<file path="src/rtl/seq_pkg.sv">
// Shared types and constants for the instruction sequencer and its return stack.
package seq_pkg;

  localparam int unsigned PC_W      = 13;
  localparam int unsigned STK_DEPTH = 8;
  localparam int unsigned STK_PTR_W = 3;
  localparam int unsigned INST_W    = 8;

  localparam logic [PC_W-1:0] RESET_VEC = '0;

  // Four clocks per instruction cycle, encoded 0..3 on the phase output.
  typedef enum logic [1:0] {
    Q1 = 2'd0,
    Q2 = 2'd1,
    Q3 = 2'd2,
    Q4 = 2'd3
  } phase_e;

  typedef enum logic {
    StRun   = 1'b0,
    StSleep = 1'b1
  } state_e;

endpackage

</file>
<file path="src/rtl/seq_ctrl_ret_stack.sv">
// Return-address stack: 8 entries, wrapping 3-bit pointer, no overflow or underflow detection.
module ret_stack
  import seq_pkg::*;
(
  input  logic            clk,
  input  logic            reset,
  input  logic            push,
  input  logic            pop,
  input  logic [PC_W-1:0] push_data,
  output logic [PC_W-1:0] top
);

  localparam logic [STK_PTR_W-1:0] PtrOne = 1;

  logic [PC_W-1:0]      mem_q [STK_DEPTH];
  logic [STK_PTR_W-1:0] ptr_q, ptr_d;
  logic [STK_PTR_W-1:0] top_idx;

  // Pointer addresses the next free slot; the top entry sits just below it.
  always_comb begin
    top_idx = ptr_q - PtrOne;
    top     = mem_q[top_idx];
  end

  // Pointer update; push wins if both are asserted (caller never does that).
  always_comb begin
    ptr_d = ptr_q;
    if (push) begin
      ptr_d = ptr_q + PtrOne;
    end else if (pop) begin
      ptr_d = ptr_q - PtrOne;
    end
  end

  // Storage and pointer; a 9th push lands on the oldest entry by wrap-around.
  always_ff @(posedge clk or posedge reset) begin
    if (reset) begin
      ptr_q <= '0;
      for (int unsigned i = 0; i < STK_DEPTH; i++) begin
        mem_q[i] <= '0;
      end
    end else begin
      ptr_q <= ptr_d;
      if (push) begin
        mem_q[ptr_q] <= push_data;
      end
    end
  end

endmodule

</file>
<file path="src/rtl/seq_ctrl.sv">
// Four-phase instruction sequencer: fetch/execute overlap, branch flush, return stack, sleep.
module seq_ctrl
  import seq_pkg::*;
(
  input  logic              clk,
  input  logic              reset,
  input  logic [INST_W-1:0] prog_data,
  input  logic              dec_wr_w,
  input  logic              dec_wr_f,
  input  logic              dec_goto,
  input  logic              dec_call,
  input  logic              dec_ret,
  input  logic              dec_skip,
  input  logic              skip_cond,
  input  logic [PC_W-1:0]   target,
  input  logic              sleep_req,
  input  logic              wake,
  output logic [PC_W-1:0]   pc,
  output logic [INST_W-1:0] inst_reg,
  output logic [1:0]        phase,
  output logic              w_we,
  output logic              f_we,
  output logic              flush,
  output logic              asleep
);

  localparam logic [PC_W-1:0] PcOne = 1;

  state_e              state_q, state_d;
  phase_e              phase_q, phase_d;
  logic [PC_W-1:0]     pc_q, pc_d;
  logic [INST_W-1:0]   ir_q, ir_d;
  logic                flush_q, flush_d;

  logic [PC_W-1:0]     next_pc;
  logic [PC_W-1:0]     stk_top;
  logic                q4_run;
  logic                live;
  logic                redirect;
  logic                stk_push;
  logic                stk_pop;
  logic                enter_sleep;

  // Instruction-cycle boundary and qualification of the decoded controls.
  always_comb begin
    q4_run      = (state_q == StRun) && (phase_q == Q4);
    live        = !flush_q;
    // A flushed instruction is a NOP: its decode never redirects, pushes, pops or sleeps.
    redirect    = live && (dec_goto || dec_call || dec_ret || (dec_skip && skip_cond));
    stk_push    = q4_run && live && dec_call;
    stk_pop     = q4_run && live && dec_ret && !dec_goto && !dec_call;
    enter_sleep = q4_run && live && sleep_req && !wake;
  end

  // Fetch address for the next instruction cycle; pc+1 wraps in 13 bits.
  always_comb begin
    next_pc = pc_q + PcOne;
    if (live) begin
      if (dec_goto || dec_call) begin
        next_pc = target;
      end else if (dec_ret) begin
        next_pc = stk_top;
      end
    end
  end

  ret_stack u_ret_stack (
    .clk       (clk),
    .reset     (reset),
    .push      (stk_push),
    .pop       (stk_pop),
    .push_data (pc_q),
    .top       (stk_top)
  );

  // FSM state register.
  always_ff @(posedge clk or posedge reset) begin
    if (reset) begin
      state_q <= StRun;
    end else begin
      state_q <= state_d;
    end
  end

  // FSM next-state: sleep only at a live Q4 without wake; any wake edge leaves sleep.
  always_comb begin
    state_d = state_q;
    unique case (state_q)
      StRun: begin
        if (enter_sleep) begin
          state_d = StSleep;
        end
      end
      StSleep: begin
        if (wake) begin
          state_d = StRun;
        end
      end
      default: state_d = StRun;
    endcase
  end

  // FSM outputs: strobes only in the last phase of a live instruction.
  always_comb begin
    w_we   = (state_q == StRun) && (phase_q == Q4) && !flush_q && dec_wr_w;
    f_we   = (state_q == StRun) && (phase_q == Q4) && !flush_q && dec_wr_f;
    asleep = (state_q == StSleep);
  end

  // Datapath next values; everything holds while asleep, phase parks at Q1.
  always_comb begin
    phase_d = phase_q;
    pc_d    = pc_q;
    ir_d    = ir_q;
    flush_d = flush_q;
    if (state_q == StRun) begin
      // Q4 wraps to Q1, which is also the phase we sleep in.
      phase_d = phase_e'(phase_q + 2'd1);
      if (phase_q == Q4) begin
        pc_d    = next_pc;
        ir_d    = prog_data;
        flush_d = redirect;
      end
    end
  end

  // Datapath registers; reset starts with a flushed dummy cycle at the reset vector.
  always_ff @(posedge clk or posedge reset) begin
    if (reset) begin
      phase_q <= Q1;
      pc_q    <= RESET_VEC;
      ir_q    <= '0;
      flush_q <= 1'b1;
    end else begin
      phase_q <= phase_d;
      pc_q    <= pc_d;
      ir_q    <= ir_d;
      flush_q <= flush_d;
    end
  end

  assign pc       = pc_q;
  assign inst_reg = ir_q;
  assign phase    = phase_q;
  assign flush    = flush_q;

endmodule

</file>
<file path="config.mk">
export PLATFORM = sky130hd
export DESIGN_NAME = seq_ctrl
export DESIGN_NICKNAME = d
export VERILOG_FILES = /design/src/rtl/seq_pkg.sv /design/src/rtl/seq_ctrl_ret_stack.sv /design/src/rtl/seq_ctrl.sv
export SDC_FILE = /design/constraint.sdc
export NUM_CORES = 1
export LEC_CHECK = 0
export ABC_AREA = 1
export CORE_MARGIN = 2
export CORE_UTILIZATION = 62
export CTS_CLUSTER_DIAMETER = 150
export DETAILED_ROUTE_END_ITERATION = 8
export PLACE_DENSITY = 0.93
export SLEW_MARGIN = 25
export SYNTH_ARGS = -nofsm -noshare
export SYNTH_HDL_FRONTEND = slang
export SYNTH_SLANG_ARGS = --single-unit
</file>
<file path="constraint.sdc">
create_clock -name clk -period 9.2 [get_ports clk]
set_clock_uncertainty 0.2 [all_clocks]
set_input_delay 2.76 -clock clk [delete_from_list [all_inputs] [get_ports clk]]
set_output_delay 2.76 -clock clk [all_outputs]
set_load 0.02 [all_outputs]
</file>
# Word level (Yosys, flattened, before mapping)

Cells that the tools add are included.

Register bits after elaboration: 132
Bits in latches: 0
Bits in writable memories: 0
ROM bits: 0
Output and inout port bits: 27
Logic and storage cells: 61
Memories: 0

Add/sub/neg operators: 4
$mul: 0
Divide/modulo/power cells: 0
Magnitude comparators: 3
Eq/ne operators: 1
Shift operators: 0
Muxes and demuxes: 14
Bitwise logic cells: 3
Reductions and logical operators: 22

Operator list:

| kind                    | count |
|---|---|
| $bwmux W104             | 1 |
| $mux W13                | 6 |
| $bmux W13 S3            | 1 |
| $demux W13 S3           | 1 |
| $add A13 B1 Y13 const B | 1 |
| $logic_and A1 B1 Y1     | 13 |
| $ge A4 B4 Y1 const B    | 2 |
| $not A3 Y4              | 2 |
| $mux W3                 | 2 |
| $logic_not A1 Y1        | 4 |
| $lt A4 B1 Y1 const B    | 1 |
| $add A3 B1 Y3 const B   | 1 |
| $logic_or A1 B1 Y1      | 3 |
| $sub A3 B1 Y3 const B   | 1 |
| $add A2 B1 Y2 const B   | 1 |
| $eq A2 B2 Y1 const B    | 1 |
| $mux W1                 | 2 |
| $pmux W1 S2             | 1 |
| $reduce_and A2 Y1       | 1 |
| $reduce_bool A2 Y1      | 1 |
| $not A1 Y1              | 1 |

# Longest topological paths before layout

Gate-level depths: netlist of run 1.

Depth after elaboration: 8
Mapped depth: 12
Depth with buffers taken out: 9

# Hierarchy

From an unflattened synthesis of run 1, not the netlist that was laid out.

Cells, all modules: 937
Area total of the unflattened synthesis: 6,904.1 µm²

By module, submodules not included:

| module    | instances | cells each | area each (µm²) | seq. area each (µm²) |
|---|---|---|---|---|
| ret_stack | 1         | 724        | 5,377.7         | 2,677.6 |
| seq_ctrl  | 1         | 213        | 1,526.5         | 626.9 |

# Worst setup path before layout of run 1

OpenSTA, ideal clock, no wires.

Path type: input to output
From: in dec_wr_f
To: out f_we
Arrival time: 3.074 ns
Data required time: 6.240 ns
Path slack: 3.166 ns
Stages: 2
Path buffers: 0
Cell sequence: inv_1 -> nor2_1

Longest elaborated chain between the ends: 1

RTL lines:

| what                | line            | text |
|---|---|---|
| start: declaration  | seq_ctrl.sv:9   | `input logic dec_wr_f,` |
| $logic_and A1 B1 Y1 | seq_ctrl.sv:106 | `f_we = (state_q == StRun) && (phase_q == Q4) && !flush_q && dec_wr_f;` |
| end: declaration    | seq_ctrl.sv:22  | `output logic f_we,` |

Every way passes these cells.

# Final worst setup path of run 1

From: in dec_wr_w
To: out w_we

Longest elaborated chain between the ends: 1

RTL lines:

| what                | line            | text |
|---|---|---|
| start: declaration  | seq_ctrl.sv:8   | `input logic dec_wr_w,` |
| $logic_and A1 B1 Y1 | seq_ctrl.sv:105 | `w_we = (state_q == StRun) && (phase_q == Q4) && !flush_q && dec_wr_w;` |
| end: declaration    | seq_ctrl.sv:21  | `output logic w_we,` |

Every way passes these cells.

==> run metrics, run 1 <==
final setup violation count 0; CP Launch Type input port; switching portion of total power 0.4194; RePlAce Congestion 0.8857; Post-Route WL 17350 um; outcome completed; Synth Register Bits 132; vias post-DR 5865; CP Capture Type output pin; Routed WL per cell 17.38 um; Max VDD drop 256.2 uV; largest family of logic cells by synthesized area simple AND/OR/NAND/NOR gates; synth-to-layout area growth 18.97%; core area 0.01023 mm^2; Slew headroom 0.3876; H-tree depth 4; vias per cell 5.877; Yosys cell types 29; internal power 1751 uW; Setup WS pre-CTS 2296 ps; power per cell area 391.0 mW/mm^2; sequential cell area fraction in the yosys report 0.5096; I/O pin count 59; Post-Synth Adder-Cell Area 0.007719; initial core utilization 0.6337; clock root buffer clkbuf_8; pins over their slew limit 0; area of the multi-input gates 0.002721 mm^2; Slew @ Worst Pin 914.1 ps; Sequential Power Share 0.321; xor-xnor portion of the synthesized cell area 0.01216; setup tns final 0 ps; Critical Path RT 6240 ps; hold slack 283.5 ps; Register Area 0.003306 mm^2; CP Class input port to output pin; Overflow after GRT 0; Avg Synthesized Cell Area 7.995 um^2; Synth Area in Compound Gates 0.1440; Post-synth EDFFs 0; cell taking the most area after synthesis dfrtp_1; clk sink count 132; Sw Pwr 1265 uW; die height 106.3 um; ys async rst share 1.000; synth top area cells dfrtp_1, nand2_1, o21ai_0; clock latency reported for the late side of the worst-skew pair 530 ps; RSZ-0062 raised after global routing no; clock tree buffer depth 2; mux cell area share after synthesis 0; largest net degree at the start of global routing 80; Final WS setup 2280 ps; fin nets 885; Die Wd 106.3 um; Synthesized Nets 847; # DRC 0; simple-gate portion of the synthesized area 0.2547; max FFs per register 104; Yosys top cell area share 0.5056; list of most frequent post-synthesis cells nand2_1, dfrtp_1, o21ai_0, nor2_1, o21ai_1; gr usage total 0.3275; PostCTS Resize Cnt 0; CTS Buf Count 17; FILL cells 679; post-layout minimum cycle time 6920 ps; Fmax 144.5 MHz; Clock Power Share 0.255; antenna violations before repair 0; Combinational Power Share 0.424; Core Util, Final 0.7539; worst hold-check path type flip-flop to flip-flop; DR pass1 iterations 7; CTS tree yes; DRT iter0 DRCs 609; first-pass GRT wire length 28400 um; Top FF cell, synth dfrtp_1; DP HPWL 9786 um; layout cell share with drive strength beyond 1 0.05916; warnings from Yosys 0; Routed Antenna Nets 0; number of global-route vias before repair 5683; P_leak 0.003614 uW; most frequent cell after synthesis nand2_1; Final period util 0.7522; CTS clock-pin slew for the worst setup and hold paths 60 ps; Rows 37; ANT cells 0; # Post-CTS Setup Buffers 0; Port Buffers 58; synthesized area 0.006484 mm^2; die area 0.01129 mm^2; cells after synthesis 811; final hold violations 0; CTS Hold Bufs 0; # Max-Cap Violations 0; arrival time worst endpoint 3960 ps; CP Max Fanout 1
[cells in the final DEF (no fill, tap or decap), drive strengths merged, types with 6 or more instances in the layout]
cell / count
nand2: 252
o21ai: 142
dfrtp: 131
nor2: 71
clkdlybuf4s50: 58
inv: 58
nand3: 55
clkbuf: 21
o211ai: 18
a21oi: 16
clkinv: 7
xor2: 6
bufinv: 6
[power by group through the flow]
| stage | clock [uW] | sequential (uW) | combinational [uW] |
|---|---|---|---|
| after detailed placement | 0 | 959 | 1230 |
| after global placement | 0 | 954 | 1190 |
| after floorplan | 0 | 981 | 838 |
| final | 770 | 969 | 1280 |
| after CTS | 772 | 963 | 1260 |
| after global routing | 800 | 994 | 1420 |
[final timing paths]
check,startpoint,to,slack [ps],cells past startpoint
min reg2reg,u_ret_stack.mem_q[86],u_ret_stack.mem_q[86],280,2
min in group asynchronous,reset,u_ret_stack.mem_q[13],2520,2
min,u_ret_stack.mem_q[86],u_ret_stack.mem_q[86],280,2
max in group asynchronous,reset,u_ret_stack.ptr_q[0],5110,3
max,dec_wr_w,w_we,2280,4
max reg2reg,u_ret_stack.ptr_q[0],pc[12],5520,9
[per-layer routing]
metal / GRT usage / part of all wire / vias up
met5: 0 / 0 / -
met4: 0.1523 / 0.036 / 0
met3: 0.09135 / 0.087 / 64
met2: 0.5160 / 0.49 / 322
met1: 0.4224 / 0.39 / 2766
li1: - / - / 2713
[per-stage QoR]
step                instances  power (uW)  instance area (um^2)
finish                    998        3016                  7714
global route              998        3210                  7714
CTS                       998        2996                  7711
detailed placement        966        2186                  7039
global placement          966        2147                  7039
floorplan                 811        1819                  6484
[area by class of cell]
| type | instances | area share |
|---|---|---|
| sequential | 132 | 0.4285 |
| multi-input combinational | 575 | 0.3528 |
| timing repair buffer | 62 | 0.07916 |
| clock buffer | 21 | 0.05823 |
| inverter | 61 | 0.03033 |
| clock inverter | 11 | 0.02887 |
| tap | 136 | 0.02206 |
[worst max-delay path, cell delays in order]
cell,delay [ps]
clkdlybuf4s50_1,460
inv_1,40
nor2_1,90
clkdlybuf4s50_1,620
[logic make-up (layout without fill, tap and decap cells)]
| logic type | count (synthesis) | count (layout) |
|---|---|---|
| buf+inv | 104 | 155 |
| simple gates | 385 | 385 |
| flops | 132 | 132 |
| fa+ha+maj | 4 | 4 |
| compound gates | 177 | 177 |
| xor+xnor | 9 | 9 |
No activity file was read; power rests on OpenSTA's default activity.
==> run 2: changes to the inputs <==
- CORE_UTILIZATION: 62 -> 52
- PLACE_DENSITY: 0.93 -> 0.84
- clock period: 9.2 -> 5.93 ns (I/O delays scaled with it)
==> run metrics, run 2 (synthesized netlist as in run 1, its figures left out) <==
outcome completed; CP Capture Type output pin; RePlAce Congestion 0.8824 (-0.37%); # DRC 0 (unchanged); R2R cell count 8 (-1); die height 115.7 um (+8.9%); max FFs per register 104 (unchanged); ANT cells 0 (unchanged); CTS Hold Bufs 0 (unchanged); Port Buffers 58 (unchanged); vias per cell 5.525 (-6.0%); internal power 2641 uW (+51%); # Max-Cap Violations 0 (unchanged); Routed Antenna Nets 0 (unchanged); Max VDD drop 361.8 uV (+41%); Fmax 201.9 MHz; P_leak 0.003606 uW (-0.24%); CP Launch Type input port; Sw Pwr 1937 uW (+53%); RSZ-0062 raised after global routing no; FILL cells 985 (+45%); placed insts 999 (+3.4%); core area 0.01211 mm^2 (+18%); Sequential Power Share 0.327 (+0.006); final hold violations 0 (unchanged); antenna violations before repair 0 (unchanged); arrival time worst endpoint 2970 ps (-990 ps); Slew headroom 0.3457 (-0.04191); Routed WL per cell 16.61 um (-4.4%); fin nets 886 (+0.11%); final setup violation count 0 (unchanged); largest net degree at the start of global routing 76 (-5.0%); clock tree buffer depth 2 (unchanged); CP Max Fanout 1 (unchanged); worst hold-check path type flip-flop to flip-flop; I/O pin count 59 (unchanged); Combinational Power Share 0.427 (+0.003); Slew @ Worst Pin 980.7 ps (+66.54 ps); Min-Delay Startpoint inst_reg[2]; DP HPWL 10120 um (+3.5%); setup tns final 0 ps (unchanged); CTS clock-pin slew for the worst setup and hold paths 60 ps (about the same); Post-Layout Cell Count 1031 (+3.3%); Clock Power Share 0.246 (-0.009); Crit Reg-Reg Startpoint u_ret_stack.ptr_q[0]; number of global-route vias before repair 5372 (-5.5%); die area 0.01338 mm^2 (+18%); RR Endpoint pc[12]; first-pass GRT wire length 27940 um (-1.6%); vias post-DR 5696 (-2.9%); DR pass1 iterations 6 (-1); clock root buffer clkbuf_16; most frequent cells in the layout nand2_1, dfrtp_1, o21ai_0, nor2_1, o21ai_1; Register Area 0.003306 mm^2 (unchanged); power per cell area 592.4 mW/mm^2 (+51%); commonest non-fill, non-tap cell in the layout nand2_1; layout cell share with drive strength beyond 1 0.06373 (+0.004566); Critical Path RT 3950 ps (-2290 ps); R2R Setup Slk 2740 ps (-2780 ps); CTS Buf Count 17 (unchanged); CP Class input port to output pin; H-tree depth 4 (unchanged); Hold EP inst_reg[2]; Final period util 0.8353; pins over their slew limit 0 (unchanged); PostCTS Resize Cnt 0 (unchanged); gr usage total 0.2730 (-0.05453); # Post-CTS Setup Buffers 0 (unchanged); CTS tree yes; clk sink count 132 (unchanged); Overflow after GRT 0 (unchanged); DRT iter0 DRCs 816 (+34%); Post-Route WL 17130 um (-1.3%); area of the multi-input gates 0.002729 mm^2 (+0.28%); Rows 40 (+8.1%); clock latency reported for the late side of the worst-skew pair 420 ps (-110 ps); initial core utilization 0.5353 (-0.09840); Die Wd 115.7 um (+8.9%); hold depth 2 (unchanged); synth-to-layout area growth 19.20%; post-layout minimum cycle time 4954 ps; switching portion of total power 0.4231 (+0.003689)
-- run 2: worst max-delay path: stages --
cell and delay (ps):
clkdlybuf4s50_1 450, inv_1 40, nor2_1 90, clkdlybuf4s50_1 610
-- run 2: metrics by stage --
stage                     power, uW  setup slack (ps)    util  hold WS (ps)  instance area (um^2)
final                          4578             976.4  0.6381         273.2                  7729
after global routing           4886             931.9  0.6381         299.8                  7729
after CTS                      4559             976.5  0.6381         273.4                  7729
after detailed placement       3408             984.6  0.5857         258.2                  7094
after global placement         3354             979.2  0.5857         255.9                  7094
after floorplan                2822             426.6       -         247.8                  6484
-- run 2: cell type report --
type | count | share of cell area
flip-flops and latches | 132 | 0.4277
multi-input cells | 575 | 0.3531
repair buffers | 63 | 0.07997
clock buffers | 19 | 0.05860
inverters | 61 | 0.02995
well taps | 168 | 0.02720
clock inverters | 13 | 0.02347
-- run 2: power groups by stage --
stage | Clock [uW] | Sequential (uW) | Combinational [uW]
finish | 1130 | 1500 | 1950
global route | 1170 | 1530 | 2180
CTS | 1130 | 1490 | 1940
detailed placement | 0 | 1490 | 1910
global placement | 0 | 1480 | 1870
floorplan | 0 | 1520 | 1300
-- run 2: how the worst max path moves through the flow --
stage,start,endpoint,slack (ps),cells after the start
after floorplan,reset,asleep,430,1
after global placement,dec_wr_f,f_we,980,4
after detailed placement,dec_wr_f,f_we,980,4
after CTS,dec_wr_f,f_we,980,4
after global routing,dec_wr_w,w_we,930,4
final,dec_wr_w,w_we,980,4
-- run 2: metal layers --
layer | up-vias | wire, um | GRT usage
met2 | 262 | 8232 | 0.4292
met3 | 32 | 1418 | 0.06956
li1 | 2699 | - | -
met4 | 0 | 372 | 0.09524
met5 | - | 0 | 0
met1 | 2703 | 7104 | 0.3718
==> run 3: changes to the inputs <==
- clock period: 5.93 -> 4.2 ns (I/O delays scaled with it)
==> run metrics, run 3 (synthesized netlist as in run 1, its figures left out) <==
outcome completed; CTS clock-pin slew for the worst setup and hold paths 60 ps (about the same); CP Launch Type input port; DRT iter0 DRCs 703 (-14%); worst path bufs/invs 3 (unchanged); core area 0.01211 mm^2 (unchanged); layout cell share with drive strength beyond 1 0.06574 (+0.002013); clock latency reported for the late side of the worst-skew pair 420 ps (about the same); Crit path largest cell delay 610 ps (about the same); DR pass1 iterations 6 (unchanged); Max VDD drop 521.4 uV (+44%); FILL cells 1009 (+2.4%); Routed Antenna Nets 0 (unchanged); Routed WL per cell 16.58 um (-0.22%); Final period util 0.9332; PostCTS Resize Cnt 0 (unchanged); RSZ-0062 raised after global routing no; Die Wd 115.7 um (unchanged); antenna violations before repair 0 (unchanged); die height 115.7 um (unchanged); vias post-DR 5795 (+1.7%); vias per cell 5.599 (+1.3%); clock root buffer clkbuf_16; ANT cells 0 (unchanged); Fmax 255.2 MHz; CTS tree yes; # DRC 0 (unchanged); CP Class input port to output pin; CP Capture Type output pin; placed insts 1003 (+0.40%); pins over their slew limit 0 (unchanged); die area 0.01338 mm^2 (unchanged); # Max-Cap Violations 0 (unchanged); Slew headroom 0.5010 (+0.1554); RePlAce Congestion 0.8674 (-1.7%); fin nets 890 (+0.45%); Post-Layout Cell Count 1035 (+0.39%); gr usage total 0.2763 (+0.003364); final hold violations 0 (unchanged); CP Max Fanout 1 (unchanged); arrival time worst endpoint 2460 ps (-510 ps); clock tree buffer depth 2 (unchanged); first-pass GRT wire length 28340 um (+1.4%); Critical Path RT 2740 ps (-1210 ps); post-layout minimum cycle time 3919 ps; power per cell area 826.2 mW/mm^2 (+39%); most frequent cells in the layout nand2_1, dfrtp_1, o21ai_0, nor2_1, o21ai_1; initial core utilization 0.5353 (unchanged); max FFs per register 104 (unchanged); slowest cell on the critical path clkdlybuf4s50_1; Largest delay share family, worst path buffers and inverters; clk sink count 132 (unchanged); Rows 40 (unchanged); DP HPWL 10290 um (+1.6%); cell mode on critical path clkdlybuf4s50_1; Core Util, Final 0.6374 (-0.0007230); largest net degree at the start of global routing 71 (-6.6%); I/O pin count 59 (unchanged); Port Buffers 58 (unchanged); area of the multi-input gates 0.002714 mm^2 (-0.55%); H-tree depth 4 (unchanged); synth-to-layout area growth 19.07%; CTS Hold Bufs 0 (unchanged); CTS Buf Count 17 (unchanged); Post-Route WL 17160 um (+0.17%); worst path cell trace clkdlybuf4s50_1, inv_1, nor2_1, clkdlybuf4s50_1; Slew @ Worst Pin 748.4 ps (-232.2 ps); P_leak 0.003595 uW (-0.29%); setup tns final 0 ps (unchanged); commonest non-fill, non-tap cell in the layout nand2_1; worst hold-check path type flip-flop to flip-flop; Overflow after GRT 0 (unchanged); final setup violation count 0 (unchanged); # Post-CTS Setup Buffers 0 (unchanged); Register Area 0.003306 mm^2 (unchanged); number of global-route vias before repair 5606 (+4.4%)
## run 3: cell types whose count changed in the layout (fill, tap and decap cells not counted), moves of 2 or more
cell        change
clkbuf_8        -2
clkinvlp_4      +2
bufinv_16       -2
buf_12          +2
buf_4           +2
clkinv_4        +3
## run 3: final cells by class
class	instances	share of cell area
Clock buffer	17	0.05511
Clock inverter	15	0.02058
Inverter	61	0.03015
Multi-Input combinational cell	575	0.3515
Sequential cell	132	0.4282
Tap cell	168	0.02723
Timing Repair Buffer	67	0.08720
## run 3: worst register-to-register path, cell delays in order (launching register included)
cell and delay (ps):
dfrtp_1 550, clkinv_1 370, ha_1 400, buf_4 220
inv_1 430, nand3_1 140, nand3_1 90, nand3_1 170
nand2_1 180, nand2_1 70, a21oi_1 130
## run 3: routing by layer
| metal | wire length (um) | vias to the layer above | GRT usage |
|---|---|---|---|
| li1 | - | 2717 | - |
| met1 | 6908 | 2749 | 0.3679 |
| met3 | 1417 | 41 | 0.07008 |
| met4 | 405 | 0 | 0.09603 |
| met2 | 8426 | 288 | 0.4448 |
| met5 | 0 | - | 0 |
## run 3: through the flow
| step | worst slack, ps | power, uW | hold slack [ps] | area, um^2 |
|---|---|---|---|---|
| finish | 280.7 | 6378 | 270.7 | 7720 |
| detailed placement | 280.1 | 4857 | 257.9 | 7136 |
| global placement | 291.9 | 4771 | 253.8 | 7136 |
| floorplan | 1104 | 3985 | 247.8 | 6487 |
| CTS | 279.8 | 6357 | 272.5 | 7720 |
| global route | 234.7 | 6839 | 300.5 | 7720 |
## run 3: where the power goes
group	internal (uW)	switching (uW)
Combinational	988	1820
Sequential	1760	352
Clock	875	587
Total	3620	2760
## run 3: worst paths after layout
| kind | startpoint | to | slack (ps) | cells after the start |
|---|---|---|---|---|
| min | inst_reg[1] | inst_reg[1] | 270 | 2 |
| min reg2reg | inst_reg[1] | inst_reg[1] | 270 | 2 |
| max reg2reg | u_ret_stack.ptr_q[1] | pc[11] | 1190 | 10 |
| max in group asynchronous | reset | u_ret_stack.ptr_q[0] | 2330 | 3 |
| max | dec_wr_f | f_we | 280 | 4 |
| min in group asynchronous | reset | u_ret_stack.mem_q[4] | 1110 | 3 |
